--- config.mk ---
export PLATFORM = sky130hd
export DESIGN_NAME = kalman_adc_frontend
export DESIGN_NICKNAME = d
export VERILOG_FILES = /design/src/rtl/kalman_adc_frontend.sv
export SDC_FILE = /design/constraint.sdc
export NUM_CORES = 1
export LEC_CHECK = 0
export ABC_AREA = 1
export BUFFER_PORTS_ARGS = -buffer_cell sky130_fd_sc_hd__buf_2
export CORE_AREA = 2 2 108 110
export CTS_CLUSTER_DIAMETER = 150
export DETAILED_ROUTE_END_ITERATION = 8
export DIE_AREA = 0 0 110 112
export PLACE_DENSITY = 0.67
export SYNTH_ARGS = -nofsm -noshare
export SYNTH_HDL_FRONTEND = slang
export SYNTH_SLANG_ARGS = --single-unit
--- constraint.sdc ---
create_clock -name adc_clk -period 4.1 [get_ports adc_clk]
set_clock_uncertainty 0.2 [all_clocks]
set_input_delay 0.82 -clock adc_clk [delete_from_list [all_inputs] [get_ports adc_clk]]
set_output_delay 0.82 -clock adc_clk [all_outputs]
set_load 0.005 [all_outputs]
--- src/rtl/kalman_adc_frontend.sv ---
// kalman_adc_frontend: converts raw ADC channel-A words to signed 16-bit
// measurements for the Kalman core. The steps are format conversion, DC
// offset removal, a 2^DEC_LOG2 boxcar average with decimation, and 16-bit
// saturation. Results leave through a valid/ready output register with
// sticky overflow and saturation flags.
module kalman_adc_frontend #(
  parameter int unsigned DEC_LOG2 = 3
) (
  input  logic        adc_clk,
  input  logic        adc_rstn,
  input  logic [13:0] adc_dat_i,
  input  logic        adc_en_i,
  input  logic [15:0] offset_i,
  output logic [15:0] z_dat_o,
  output logic        z_valid_o,
  input  logic        z_ready_i,
  output logic        ovf_o,
  output logic        sat_o,
  input  logic        clr_i
);

  // Accumulator must hold 2^DEC_LOG2 worst-case 17-bit differences.
  localparam int unsigned AW = 17 + DEC_LOG2;
  // Counter keeps at least one bit; with DEC_LOG2=0 it stays at 0, so every
  // sample is the last one.
  localparam int unsigned CW = (DEC_LOG2 > 0) ? DEC_LOG2 : 1;
  localparam logic [CW-1:0]        CNT_LAST = CW'((1 << DEC_LOG2) - 1);
  localparam logic signed [AW-1:0] ZMAX     = AW'(32767);
  localparam logic signed [AW-1:0] ZMIN     = AW'(-32768);

  // vld_pipe_q[0]: conv_q is valid; vld_pipe_q[1]: d_q is valid
  logic [1:0]              vld_pipe_q;
  logic signed [13:0]      conv_q;
  logic signed [16:0]      d_q, d_d;
  logic signed [AW-1:0]    acc_q, acc_d, d_ext, sum, sh;
  logic [CW-1:0]           cnt_q, cnt_d;
  logic [15:0]             z_q, z_d, res;
  logic                    zv_q, zv_d, ovf_q, ovf_d, sat_q, sat_d;
  logic                    last, done, clipped, load, drop;

  // Offset stage: widen both operands to 17 bits so the difference never wraps
  assign d_d = 17'({{3{conv_q[13]}}, conv_q}) - 17'({offset_i[15], offset_i});

  // Accumulate and finish: sum, arithmetic shift (floor), clip
  always_comb begin
    d_ext   = AW'(d_q);
    sum     = acc_q + d_ext;
    sh      = sum >>> DEC_LOG2;
    last    = (cnt_q == CNT_LAST);
    done    = vld_pipe_q[1] && last;
    clipped = (sh > ZMAX) || (sh < ZMIN);
    res     = (sh > ZMAX) ? 16'h7FFF : (sh < ZMIN) ? 16'h8000 : 16'(sh);
    acc_d   = acc_q;
    cnt_d   = cnt_q;
    if (vld_pipe_q[1]) begin
      if (last) begin
        acc_d = '0;
        cnt_d = '0;
      end else begin
        acc_d = sum;
        cnt_d = cnt_q + CW'(1);
      end
    end
  end

  // Output register and sticky flags; a set event beats a clear
  always_comb begin
    load  = done && (!zv_q || z_ready_i);
    drop  = done && zv_q && !z_ready_i;
    z_d   = z_q;
    zv_d  = zv_q;
    ovf_d = clr_i ? 1'b0 : ovf_q;
    sat_d = clr_i ? 1'b0 : sat_q;
    if (zv_q && z_ready_i) zv_d = 1'b0;
    if (load) begin
      z_d  = res;
      zv_d = 1'b1;
    end
    if (drop)            ovf_d = 1'b1;
    if (done && clipped) sat_d = 1'b1;
  end

  // Capture and offset pipeline; stages advance only on their own valid bit
  always_ff @(posedge adc_clk or negedge adc_rstn) begin
    if (!adc_rstn) begin
      vld_pipe_q <= '0;
      conv_q     <= '0;
      d_q        <= '0;
    end else begin
      vld_pipe_q <= {vld_pipe_q[0], adc_en_i};
      if (adc_en_i)      conv_q <= {adc_dat_i[13], ~adc_dat_i[12:0]};
      if (vld_pipe_q[0]) d_q    <= d_d;
    end
  end

  // Accumulator, sample counter, output register and flags
  always_ff @(posedge adc_clk or negedge adc_rstn) begin
    if (!adc_rstn) begin
      acc_q <= '0;
      cnt_q <= '0;
      z_q   <= '0;
      zv_q  <= 1'b0;
      ovf_q <= 1'b0;
      sat_q <= 1'b0;
    end else begin
      acc_q <= acc_d;
      cnt_q <= cnt_d;
      z_q   <= z_d;
      zv_q  <= zv_d;
      ovf_q <= ovf_d;
      sat_q <= sat_d;
    end
  end

  assign z_dat_o   = z_q;
  assign z_valid_o = zv_q;
  assign ovf_o     = ovf_q;
  assign sat_o     = sat_q;

endmodule

### Yosys cells after proc, flatten, opt, wreduce, memory -nomap -nowiden

Index checks and enable logic that the tools add are counted.

| storage, ports and cells | value |
|---|---|
| register bits | 75 |
| bits in latches | 0 |
| memory bits (writable) | 0 |
| bits in read-only memories | 0 |
| bits of input ports | 35 |
| output and inout bits | 19 |
| word-level logic and storage cells | 38 |
| memories | 0 |

| operators by class | value |
|---|---|
| $add $sub $neg | 3 |
| multipliers | 0 |
| divide/modulo/power cells | 0 |
| magnitude comparators | 2 |
| equal/unequal tests | 1 |
| shift operators | 0 |
| muxes and demuxes | 9 |
| bitwise logic cells | 1 |
| reductions and logical operators | 13 |

Operators by type and width:

| cell | count |
|---|---|
| $mux 16 | 2 |
| $add 20x17->20 | 1 |
| $mux 20 | 1 |
| $gt 17x16->1 const B | 1 |
| $lt 17x16->1 const B | 1 |
| $sub 14x16->17 | 1 |
| $not 13->13 | 1 |
| $logic_and 1x1->1 | 6 |
| $reduce_bool 2->1 | 3 |
| $mux 1 | 5 |
| $add 3x1->3 const B | 1 |
| $eq 3x3->1 const B | 1 |
| $mux 3 | 1 |
| $logic_not 1->1 | 2 |
| $logic_or 1x1->1 | 2 |

### Longest topological paths before layout

Gate-level depths: netlist (run 1).

| depth | value |
|---|---|
| depth after elaboration | 5 |
| gate-level depth with buffers | 17 |
| gate-level depth less buffers | 16 |

### Worst setup path before layout (run 1)

OpenSTA, ideal clock, no wires.

| path | value |
|---|---|
| kind | input -> register |
| start | in offset_i[0] |
| end | reg d_q[16] |
| setup time | 0.118 ns |
| data arrival time | 2.165 ns |
| required time | 3.782 ns |
| path slack | 1.617 ns |
| stages on the path | 8 |
| buffers on the path | 0 |
| cell sequence | ha_1 fa_1 o31ai_1 nand3_1 nand3_1 nand4_1 nand3_1 nand2_1 |

| on the way | value |
|---|---|
| longest elaborated chain between the ends | 1 |

RTL lines:

| element | RTL line | RTL |
|---|---|---|
| from (decl) | 13 | `input logic [15:0] offset_i,` |
| $sub 14x16->17 | 42 | `assign d_d = 17'({{3{conv_q[13]}}, conv_q}) - 17'({offset_i[15], offset_i});` |
| to (signal assigned) | 88 | `d_q <= '0;` |
| to (signal assigned) | 92 | `if (vld_pipe_q[0]) d_q <= d_d;` |
| to (decl) | 34 | `logic signed [16:0] d_q, d_d;` |

No other way between the ends.
A chain may end at the register's enable or synchronous reset.

### Worst setup path in the final report (run 1)

Ends and elaborated chain as after synthesis.

==> results of run 1 <==
==> cells in the final DEF, fill, tap and decap left out, types with 2 or more instances in the layout <==
cell type | Yosys | routed
buf_2 | 0 | 53
inv_1 | 74 | 74
o21ai_0 | 40 | 40
clkinv_2 | 0 | 3
xor2_1 | 12 | 12
a22o_1 | 12 | 12
nand2_4 | 2 | 2
a31oi_1 | 5 | 5
nand3_2 | 2 | 2
o21bai_1 | 4 | 4
clkinv_1 | 2 | 2
a21oi_2 | 3 | 3
ha_1 | 37 | 37
nor2_1 | 37 | 37
nor3_1 | 2 | 2
nand3b_1 | 4 | 4
dfrtp_1 | 75 | 75
a21oi_1 | 27 | 27
fa_1 | 2 | 2
o31ai_1 | 3 | 3
buf_4 | 0 | 3
nand3_1 | 28 | 28
clkbuf_1 | 9 | 2
clkbuf_16 | 0 | 9
nor2_2 | 4 | 4
nand4_1 | 7 | 7
or2_2 | 2 | 2
inv_2 | 3 | 3
nand2_2 | 6 | 6
nand2_1 | 232 | 232
xnor2_1 | 7 | 7
==> layout make-up <==
class                      count  share of cell area
multi-input combinational    488               0.476
sequential                    75               0.336
inverter                      79              0.0531
timing repair buffer          56              0.0516
clock buffer                  11              0.0417
tap                          143              0.0321
clock inverter                 5             0.00964
==> power by group through the flow <==
stage / registers [W] / logic, W / clock network (W)
2_1_floorplan: 0.00111 / 0.00165 / 0
3_3_place_gp: 0.00113 / 0.00209 / 0
3_5_place_dp: 0.00114 / 0.00213 / 0
4_1_cts: 0.00113 / 0.00216 / 0.000790
5_1_grt: 0.00116 / 0.00248 / 0.000821
6_report: 0.00113 / 0.00216 / 0.000771
==> logic make-up (layout without fill, tap and decap cells) <==
group                    after synthesis  after routing
adder cells (fa/ha/maj)               39             39
buffers and inverters                 89            151
AO/OA/AOI/OAI                        101            101
XOR/XNOR                              19             19
AND/OR/NAND/NOR                      329            329
flip-flops                            75             75
==> path summary, 6_finish.rpt <==
path,endpoint
min,z_dat_o[8]
min in group asynchronous,ovf_o
max,d_q[16]
max reg2reg,z_dat_o[9]
max in group asynchronous,d_q[10]
min reg2reg,z_dat_o[8]
==> layer usage <==
metal | GRT usage | wire (um) | vias up
met5 | 0 | 0 | -
met4 | 0.0776 | 359 | 0
met3 | 0.0334 | 514 | 30
met2 | 0.313 | 5180 | 124
met1 | 0.243 | 5150 | 1964
li1 | - | - | 2221
==> registers in the layout (all words and copies together), names as in the netlist <==
register,cells
sat_o,1
conv_q,14
z_valid_o,1
vld_pipe_q,2
ovf_o,1
cnt_q,3
acc_q,20
z_dat_o,16
d_q,17
==> through the flow <==
stage | hold slack, ns | total power, W | setup slack (ns)
3_3_place_gp | 0.257 | 0.00322 | 1.32
3_5_place_dp | 0.263 | 0.00327 | 1.25
2_1_floorplan | 0.244 | 0.00276 | 1.62
4_1_cts | 0.279 | 0.00408 | 1.57
6_report | 0.274 | 0.00406 | 1.52
5_1_grt | 0.300 | 0.00446 | 1.32
==> worst max-delay path: cells and delay by family <==
family | cells | cell delay [ns]
compound gates | 1 | 0.45
fa+ha+maj | 2 | 0.64
buf+inv | 1 | 0.10
simple gates | 5 | 0.59
==> impl_metrics.py, run 1 <==
metrics = {
    "drt": {
        "drtIter0Drc": 194,
        "wl_per_cell_um": 13.1,
        "route.vias.total": 4339,
        "drc_errors": 0,
        "ant_nets": 0,
        "drt_wl_total_um": 11200,
        "firstDrtPassIters": 4,
        "routed_via_density": 5.06,
    },
    "layout": {
        "utilization": 0.499,
        "nFillCells": 1098,
        "fin_area_sq_um": 5580,
        "areaGrowthSynthToFinish_pct": 14.5,
        "drive_gt1_frac": 0.134,
        "final-seq-area_sq_um": 1880,
        "final_cells": 857,
        "antennaDiodeCount": 0,
        "fin_nets": 783,
        "multiInputGateArea_sq_um": 2650,
    },
    "sta": {
        "tightest_slew_ns": 0.932,
        "finalMaxSlewViolations": 0,
        "finalHoldViolations": 0,
        "rsz0062_at_grt": "no",
        "setup_viol_count_final": 0,
        "relSlewSlack": 0.378,
        "period_minus_slack_ns": 2.58,
        "period_share": 0.629,
        "fmax_mhz": 388,
        "setup_tns_ns": 0,
    },
    "clocking": {
        "cts_tree": "done",
        "clock_path_buffers": 2,
        "numCtsBuffers": 9,
        "cts.sinks": 75,
        "clock_latency_ns": 0.33,
        "cts.reportedPaths.clkPinSlew_ns": 0.06,
        "cts_root_buf": "clkbuf_16",
        "cts_hold_buf": 0,
        "cts_setup_buffers": 0,
        "ctsResizeCount": 0,
        "h-tree-depth": 3,
    },
    "power_and_ir_drop": {
        "p_seq_frac": 0.278,
        "p_leak_nw": 3.06,
        "powerDensity_nw_per_um2": 728,
        "p_int_w": 0.00225,
        "switchingPower_w": 0.00181,
        "vdd_drop_max_v": 0.000382,
        "p_clk_frac": 0.190,
        "p_comb_frac": 0.532,
        "switching_share": 0.446,
    },
    "synthesis": {
        "synth_top_area_frac": 0.385,
        "syn_avg_cell_area_sq_um": 7.47,
        "yosys_warnings": 0,
        "synth.most_common_cell": "nand2_1",
        "synthMuxAreaShare": 0,
        "yosysTopAreaCell": "dfrtp_1",
        "yosys.area_share.adder": 0.103,
        "synth_area_sq_um": 4870,
        "synth-xor-area-share": 0.0342,
        "synth_simple_gate_area_frac": 0.284,
        "synth_compound_area_frac": 0.124,
        "synth_seq_cells": 75,
        "synth-seq-area-share": 0.385,
        "async_flop_share": 1.00,
        "synth_top_family_by_area": "simple AND/OR/NAND/NOR gates",
        "synth_edf_count": 0,
        "syn-num-nets": 726,
        "netlist_top_cells_area": "dfrtp_1 (39%), nand2_1 (18%), ha_1 (9.5%), inv_1 (5.7%), o21ai_0 (4.1%)",
        "synthTopCellsByCount": "nand2_1 (232), dfrtp_1 (75), inv_1 (74), o21ai_0 (40)",
        "synth_ff_type": "dfrtp_1",
        "synth_cell_type_count": 38,
        "postSynthCellCount": 652,
    },
    "die": {
        "coreArea_sq_um": 11200,
        "ios": 54,
        "core.rowCount": 39,
        "die_y_um": 112,
        "initial_core_util": 0.436,
        "design.die.area_sq_um": 12300,
        "dieWidth_um": 110,
    },
    "setup_path": {
        "crit_top_cell": "nand3_1",
        "reg2reg_depth": 15,
        "worst-endpoint-required_ns": 4.11,
        "r2r_start": "d_q[0]",
        "rrSetupSlack_ns": 1.54,
        "crit_path_end_kind": "flop",
        "cp-startpoint": "offset_i[0]",
        "arrival_ns": 2.59,
        "critical_path.max_fanout": 3,
        "cpPeakStageDelay_ns": 0.45,
        "crit_chain": "buf_2 -> ha_1 -> fa_1 -> o31ai_1 -> nand3_1 -> nand3_1 -> nand4_1 -> nand3_1 -> nand2_1",
        "startpoint_type": "primary input",
        "crit_type": "in -> reg",
        "crit_slowest_cell": "o31ai_1",
    },
    "outcome": {
        "status": "finished, final reports clean",
    },
    "place": {
        "io_buffer_count": 53,
        "place_area_sq_um": 5290,
        "hpwl_um": 8510,
        "place.gp.congestion": 0.944,
        "placedCellCount": 841,
    },
    "grt": {
        "grt_usage": 0.190,
        "antenna_found_initial": 0,
        "grt_max_degree": 76,
        "first_global_vias": 4194,
        "grt_pass1_wl_um": 18700,
        "grt_overflow": 0,
    },
    "run": {
        "maxCapViolations": 0,
    },
    "hold_path": {
        "hold_depth": 2,
        "hp-start": "z_dat_o[8]",
        "worstHoldPathType": "reg -> reg",
    },
}
Power figures use the tool's default switching activity.
==> inputs of run 2 (changes only) <==
--- a/config.mk
+++ b/config.mk
@@ -5,13 +5,13 @@
 export SDC_FILE = /design/constraint.sdc
 export NUM_CORES = 1
 export LEC_CHECK = 0
-export ABC_AREA = 1
+export ABC_AREA = 0
 export BUFFER_PORTS_ARGS = -buffer_cell sky130_fd_sc_hd__buf_2
 export CORE_AREA = 2 2 108 110
 export CTS_CLUSTER_DIAMETER = 150
 export DETAILED_ROUTE_END_ITERATION = 8
 export DIE_AREA = 0 0 110 112
-export PLACE_DENSITY = 0.67
+export PLACE_DENSITY = 0.7
 export SYNTH_ARGS = -nofsm -noshare
 export SYNTH_HDL_FRONTEND = slang
 export SYNTH_SLANG_ARGS = --single-unit
==> constraint.sdc (replaced) <==
create_clock -name adc_clk -period 2.1 [get_ports adc_clk]
set_clock_uncertainty 0.2 [all_clocks]
set_input_delay 0.42 -clock adc_clk [delete_from_list [all_inputs] [get_ports adc_clk]]
set_output_delay 0.42 -clock adc_clk [all_outputs]
set_load 0.005 [all_outputs]
==> run 2 against run 1 <==
Effect of this change: the run now ends with setup timing left; global-route usage grew 1.9 points; via count grew 1.9%; combinational power grew to 4.7 times the previous value; core utilization grew 17 points; clock power grew 130%; first-iteration DRC count shrank 5.7%; total power grew to 3.5 times the previous value; register-to-register slack lost 2.4 ns; die area is the same; critical path type is now reg -> reg; largest power group unchanged; highest routed layer unchanged.
==> impl_metrics.py, run 2 <==
metrics = {
    "synthesis": {
        "synth.most_common_cell": "dfrtp_1",
        "yosys.area_share.adder": 0.103,
        "syn-num-nets": 590,
        "synth_top_family_by_area": "compound AO/OA/AOI/OAI gates",
        "synth_seq_cells": 75,
        "synth_compound_area_frac": 0.215,
        "synth-seq-area-share": 0.385,
        "synth_ff_type": "dfrtp_1",
        "synth_area_sq_um": 4880,
        "postSynthCellCount": 516,
        "synth_top_area_frac": 0.385,
        "synthMuxAreaShare": 0.0521,
        "yosysTopAreaCell": "dfrtp_1",
        "synth-xor-area-share": 0.0449,
        "yosys_warnings": 0,
        "synthTopCellsByCount": "dfrtp_1 (75), inv_1 (65), ha_1 (37), nor2_1 (37)",
        "synth_cell_type_count": 57,
        "async_flop_share": 1.00,
        "synth_simple_gate_area_frac": 0.127,
        "syn_avg_cell_area_sq_um": 9.45,
        "netlist_top_cells_area": "dfrtp_1 (38%), ha_1 (9.5%), inv_1 (5.0%), o31ai_2 (3.6%), a21oi_1 (3.2%)",
        "synth_edf_count": 0,
    },
    "layout": {
        "fin_nets": 777,
        "multiInputGateArea_sq_um": 3350,
        "mostFrequentLayoutCell": "buf_4",
        "final-seq-area_sq_um": 1880,
        "drive_gt1_frac": 0.480,
        "mostFrequentLayoutCells": "buf_4 (112), dfrtp_1 (75), inv_1 (59)",
        "largest_reg_flops": 20,
        "top_register": "acc_q",
        "antennaDiodeCount": 0,
        "areaGrowthSynthToFinish_pct": 53.1,
        "nFillCells": 837,
    },
    "outcome": {
        "violations": "setup timing",
        "status": "complete, but fails checks",
    },
    "grt": {
        "use_met2": 0.343,
        "top_usage_layer": "met2",
        "grt_pass1_wl_um": 20400,
        "first_global_vias": 4453,
        "grt_overflow": 0,
        "grt_usage": 0.209,
        "grt_max_degree": 54,
        "grt_use_met1": 0.276,
        "antenna_found_initial": 0,
        "use_met3": 0.0334,
    },
    "sta": {
        "fmax_mhz": 336,
        "rsz0062_at_grt": "yes",
        "period_minus_slack_ns": 2.98,
        "setup_ws_ns": -0.878,
        "finalMaxSlewViolations": 0,
        "finalHoldViolations": 0,
        "tightest_slew_ns": 0.363,
        "setup_tns_ns": -22.78,
        "hold_ws_ns": 0.0524,
        "period_share": 1.42,
        "relSlewSlack": 0.758,
        "setup_viol_count_final": 44,
    },
    "die": {
        "ios": 54,
        "dieWidth_um": 110,
        "core.rowCount": 39,
        "die_y_um": 112,
        "design.die.area_sq_um": 12300,
        "initial_core_util": 0.436,
        "coreArea_sq_um": 11200,
    },
    "power_and_ir_drop": {
        "p_int_w": 0.00824,
        "p_comb_frac": 0.715,
        "p_seq_frac": 0.159,
        "vdd_drop_max_v": 0.00137,
        "switchingPower_w": 0.00593,
        "power_w": 0.0142,
        "powerDensity_nw_per_um2": 1900,
        "p_leak_nw": 3.66,
        "p_clk_frac": 0.126,
        "switching_share": 0.418,
    },
    "clocking": {
        "h-tree-depth": 3,
        "clock_latency_ns": 0.33,
        "numCtsBuffers": 9,
        "cts_root_buf": "clkbuf_16",
        "clock_path_buffers": 2,
        "cts_tree": "done",
        "cts.sinks": 75,
        "cts.reportedPaths.clkPinSlew_ns": 0.06,
    },
    "drt": {
        "ant_nets": 0,
        "firstDrtPassIters": 5,
        "wl_per_cell_um": 15.0,
        "routed_via_density": 5.20,
        "drtIter0Drc": 183,
        "route.vias.total": 4422,
        "drt_wl_total_um": 12700,
        "drc_errors": 0,
    },
    "setup_path": {
        "arrival_ns": 3.02,
        "worst-endpoint-required_ns": 2.15,
        "startpoint_type": "flop",
        "crit_type": "reg -> reg",
        "cp-startpoint": "acc_q[0]",
        "reg2reg_depth": 12,
        "rrSetupSlack_ns": -0.88,
        "crit_path_end_kind": "flop",
        "r2r_start": "acc_q[0]",
        "cp-endpoint": "z_dat_o[5]",
        "critical_path.max_fanout": 5,
        "rr_endpoint": "z_dat_o[5]",
    },
    "hold_path": {
        "hold_depth": 2,
        "worstHoldPathType": "in -> reg",
    },
    "run": {
        "maxCapViolations": 0,
    },
    "place": {
        "io_buffer_count": 53,
        "hpwl_um": 8420,
        "place.gp.congestion": 0.848,
    },
}
==> run 2: changes by cell type in the layout (fill, tap and decap cells not counted), sizes merged, moves of 14 or more <==
cell and change:
nand2 -209, buf +135, nand3 -23, a21oi +15
nand2b +15, o31ai +14
==> run 2: timing repair <==
action / CTS / global route
gates resized for setup: 72 / 52
setup buffers: 15 / 16
pin swaps: 32 / 38
gates cloned: 2 / 1
setup endpoints to repair: 43 / 46
hold buffers: 1 / 0
hold endpoints to repair: 22 / 0
==> run 2: critical path: stages (launching register included) <==
cell and delay, ns:
dfrtp_1 0.35, ha_2 0.20, inv_2 0.04, fa_2 0.32
and2b_2 0.25, o31ai_4 0.08, a21oi_2 0.18, a41oi_2 0.19
or4_4 0.52, nand3_2 0.17, buf_4 0.15, nor2_2 0.04
o31ai_2 0.20
==> run 2: worst min path at each step <==
| stage | start | endpoint | slack [ns] |
|---|---|---|---|
| 2_1_floorplan | adc_rstn | acc_q[0] | -0.08 |
| 3_3_place_gp | adc_rstn | conv_q[0] | 0.14 |
| 3_5_place_dp | adc_rstn | conv_q[0] | 0.15 |
| 4_1_cts | adc_dat_i[1] | conv_q[1] | 0.04 |
| 5_1_grt | adc_dat_i[3] | conv_q[3] | 0.04 |
| 6_report | adc_dat_i[8] | conv_q[8] | 0.05 |
==> run 2: per-stage QoR <==
stage,area (sq um),utilization,instances,setup slack (ns)
2_1_floorplan,5060,-,516,-0.685
5_1_grt,7470,0.668,851,-0.965
4_1_cts,7200,0.644,845,-0.812
3_3_place_gp,6320,0.566,812,-0.818
6_report,7470,0.668,851,-0.878
3_5_place_dp,6320,0.566,812,-0.890
==> run 2: routing by layer <==
| layer | up-vias | share of wire |
|---|---|---|
| li1 | 2164 | - |
| met1 | 2122 | 0.44 |
| met2 | 118 | 0.50 |
| met3 | 18 | 0.042 |
| met4 | 0 | 0.016 |
| met5 | - | 0 |
==> run 2: final cells by class <==
type | instances | share of cell area
clock buffer | 10 | 0.0307
clock inverter | 6 | 0.0149
inverter | 66 | 0.0348
multi-input combinational | 359 | 0.448
sequential | 75 | 0.251
tap | 143 | 0.0240
timing repair buffer | 192 | 0.196
==> run 2: cell families after synthesis <==
family / count (synthesis)
flops: 75
mux: 24
fa+ha+maj: 39
buf+inv: 84
compound gates: 146
xor+xnor: 25
simple gates: 123
==> run 2: power by group through the flow <==
stage | sequential (W) | combinational [W] | clock, W
floorplan | 0.00220 | 0.00486 | 0
global placement | 0.00222 | 0.00734 | 0
detailed placement | 0.00225 | 0.00762 | 0
CTS | 0.00226 | 0.00904 | 0.00181
global route | 0.00231 | 0.0109 | 0.00188
finish | 0.00226 | 0.0101 | 0.00178
==> inputs of run 3 (changes only) <==
--- a/config.mk
+++ b/config.mk
@@ -11,7 +11,7 @@
 export CTS_CLUSTER_DIAMETER = 150
 export DETAILED_ROUTE_END_ITERATION = 8
 export DIE_AREA = 0 0 110 112
-export PLACE_DENSITY = 0.7
+export PLACE_DENSITY = 0.68
 export SYNTH_ARGS = -nofsm -noshare
 export SYNTH_HDL_FRONTEND = slang
 export SYNTH_SLANG_ARGS = --single-unit
==> constraint.sdc (replaced) <==
create_clock -name adc_clk -period 2.8 [get_ports adc_clk]
set_clock_uncertainty 0.2 [all_clocks]
set_input_delay 0.56 -clock adc_clk [delete_from_list [all_inputs] [get_ports adc_clk]]
set_output_delay 0.56 -clock adc_clk [all_outputs]
set_load 0.005 [all_outputs]
==> run 3 against run 2 <==
Effect of this change: the flow still finishes with violations (setup timing); register-to-register slack better by 0.75 ns; via count is 12% lower; global-route usage is 3.9 points lower; critical endpoint is now z_dat_o[4]; largest cell class unchanged.
==> impl_metrics.py, run 3 (same netlist as run 2, synthesis figures left out) <==
metrics = {
    "drt": {
        "drc_errors": 0,
        "firstDrtPassIters": 4,
        "drt_wl_total_um": 10100,
        "routed_via_density": 5.15,
        "drtIter0Drc": 145,
        "route.vias.total": 3897,
        "ant_nets": 0,
        "wl_per_cell_um": 13.3,
    },
    "clocking": {
        "clock_latency_ns": 0.33,
        "cts.sinks": 75,
        "cts.reportedPaths.clkPinSlew_ns": 0.06,
        "cts_hold_buf": 0,
        "cts_tree": "done",
        "numCtsBuffers": 9,
        "clock_path_buffers": 2,
        "cts_root_buf": "clkbuf_16",
        "h-tree-depth": 3,
    },
    "layout": {
        "fin_nets": 682,
        "final_cells": 756,
        "top_register": "acc_q",
        "mostFrequentLayoutCell": "dfrtp_1",
        "areaGrowthSynthToFinish_pct": 24.4,
        "antennaDiodeCount": 0,
        "largest_reg_flops": 20,
        "mostFrequentLayoutCells": "dfrtp_1 (75), inv_1 (64), buf_2 (52)",
        "drive_gt1_frac": 0.294,
    },
    "sta": {
        "period_share": 1.05,
        "fmax_mhz": 341,
        "setup_viol_count_final": 17,
        "relSlewSlack": 0.494,
        "setup_tns_ns": -1.59,
        "finalMaxSlewViolations": 0,
        "tightest_slew_ns": 0.759,
        "period_minus_slack_ns": 2.93,
        "finalHoldViolations": 0,
        "setup_ws_ns": -0.132,
        "rsz0062_at_grt": "yes",
    },
    "setup_path": {
        "crit_slowest_cell": "or4_4",
        "cpPeakStageDelay_ns": 0.47,
        "critPathTopFamily": "simple AND/OR/NAND/NOR gates",
        "critical_path.max_fanout": 5,
        "cp.buffers_inverters": 3,
        "startpoint_type": "flop",
        "crit_chain": "ha_2 -> inv_2 -> fa_2 -> and2b_2 -> o31ai_4 -> a21oi_2 -> a41oi_2 -> or4_4 -> buf_4 -> nand3_4 -> buf_6 -> a21oi_2 -> o31ai_2",
        "path_depth": 13,
        "crit_path_end_kind": "flop",
        "worst-endpoint-required_ns": 2.85,
        "crit_type": "reg -> reg",
        "reg2reg_depth": 13,
        "crit_top_cell": "a21oi_2",
        "arrival_ns": 2.98,
    },
    "power_and_ir_drop": {
        "p_leak_nw": 3.01,
        "powerDensity_nw_per_um2": 1350,
        "power_w": 0.00820,
        "vdd_drop_max_v": 0.000550,
    },
    "grt": {
        "first_global_vias": 3744,
        "grt_overflow": 0,
        "grt_max_degree": 40,
        "grt_pass1_wl_um": 16700,
        "antenna_found_initial": 0,
        "grt_usage": 0.170,
    },
    "die": {
        "design.die.area_sq_um": 12300,
        "dieWidth_um": 110,
        "coreArea_sq_um": 11200,
        "core.rowCount": 39,
        "ios": 54,
        "initial_core_util": 0.436,
        "die_y_um": 112,
    },
    "hold_path": {
        "worstHoldPathType": "in -> async",
    },
    "place": {
        "hpwl_um": 7320,
        "placedCellCount": 726,
        "place.gp.congestion": 0.866,
        "io_buffer_count": 53,
    },
    "run": {
        "maxCapViolations": 0,
    },
    "outcome": {
        "status": "complete, but fails checks",
        "violations": "setup timing",
    },
}
run 3: layout make-up:
| cell class | instances | area (sq um) |
|---|---|---|
| clock inverter | 4 | 48.8 |
| multi-input combinational | 358 | 2790 |
| timing repair buffer | 98 | 676 |
| clock buffer | 12 | 256 |
| inverter | 66 | 248 |
| sequential | 75 | 1880 |
| tap | 143 | 179 |
| fill | 1002 | 5100 |
run 3: final timing paths:
| check | from | end | slack (ns) |
|---|---|---|---|
| max reg2reg | acc_q[0] | z_dat_o[4] | -0.13 |
| min in group adc_clk | adc_dat_i[1] | conv_q[1] | 0.19 |
| max in group asynchronous | adc_rstn | acc_q[6] | 1.81 |
| min reg2reg | z_dat_o[0] | z_dat_o[0] | 0.27 |
| min | adc_rstn | z_dat_o[14] | 0.02 |
| max | acc_q[0] | z_dat_o[4] | -0.13 |
run 3: stage by stage:
step	cell area, sq um	worst slack, ns	utilization	hold slack (ns)
finish	6070	-0.132	0.543	0.0155
global route	6070	-0.276	0.543	0.0494
CTS	5850	-0.114	0.523	0.0219
detailed placement	5510	-0.201	0.493	0.267
global placement	5510	-0.115	0.493	0.261
floorplan	4890	0.00888	-	0.0644
run 3: what timing repair did:
item	CTS	global route
buffers inserted	2	11
pin swaps	0	22
cloned	0	2
endpoints found under the setup margin	16	27
endpoints found under the hold margin	0	0
resized for setup	3	25
run 3: where the power goes:
part,internal [W],switching [W]
Clock,0.000737,0.000433
Combinational,0.00248,0.00288
Sequential,0.00146,0.000223
Total,0.00467,0.00353
run 3: routing by layer:
metal	part of all wire	GRT usage	routed length [um]	up-vias
met2	0.47	0.269	4780	86
li1	-	-	-	1974
met3	0.042	0.0369	423	17
met1	0.47	0.225	4680	1820
met5	0	0	0	-
met4	0.018	0.0667	182	0
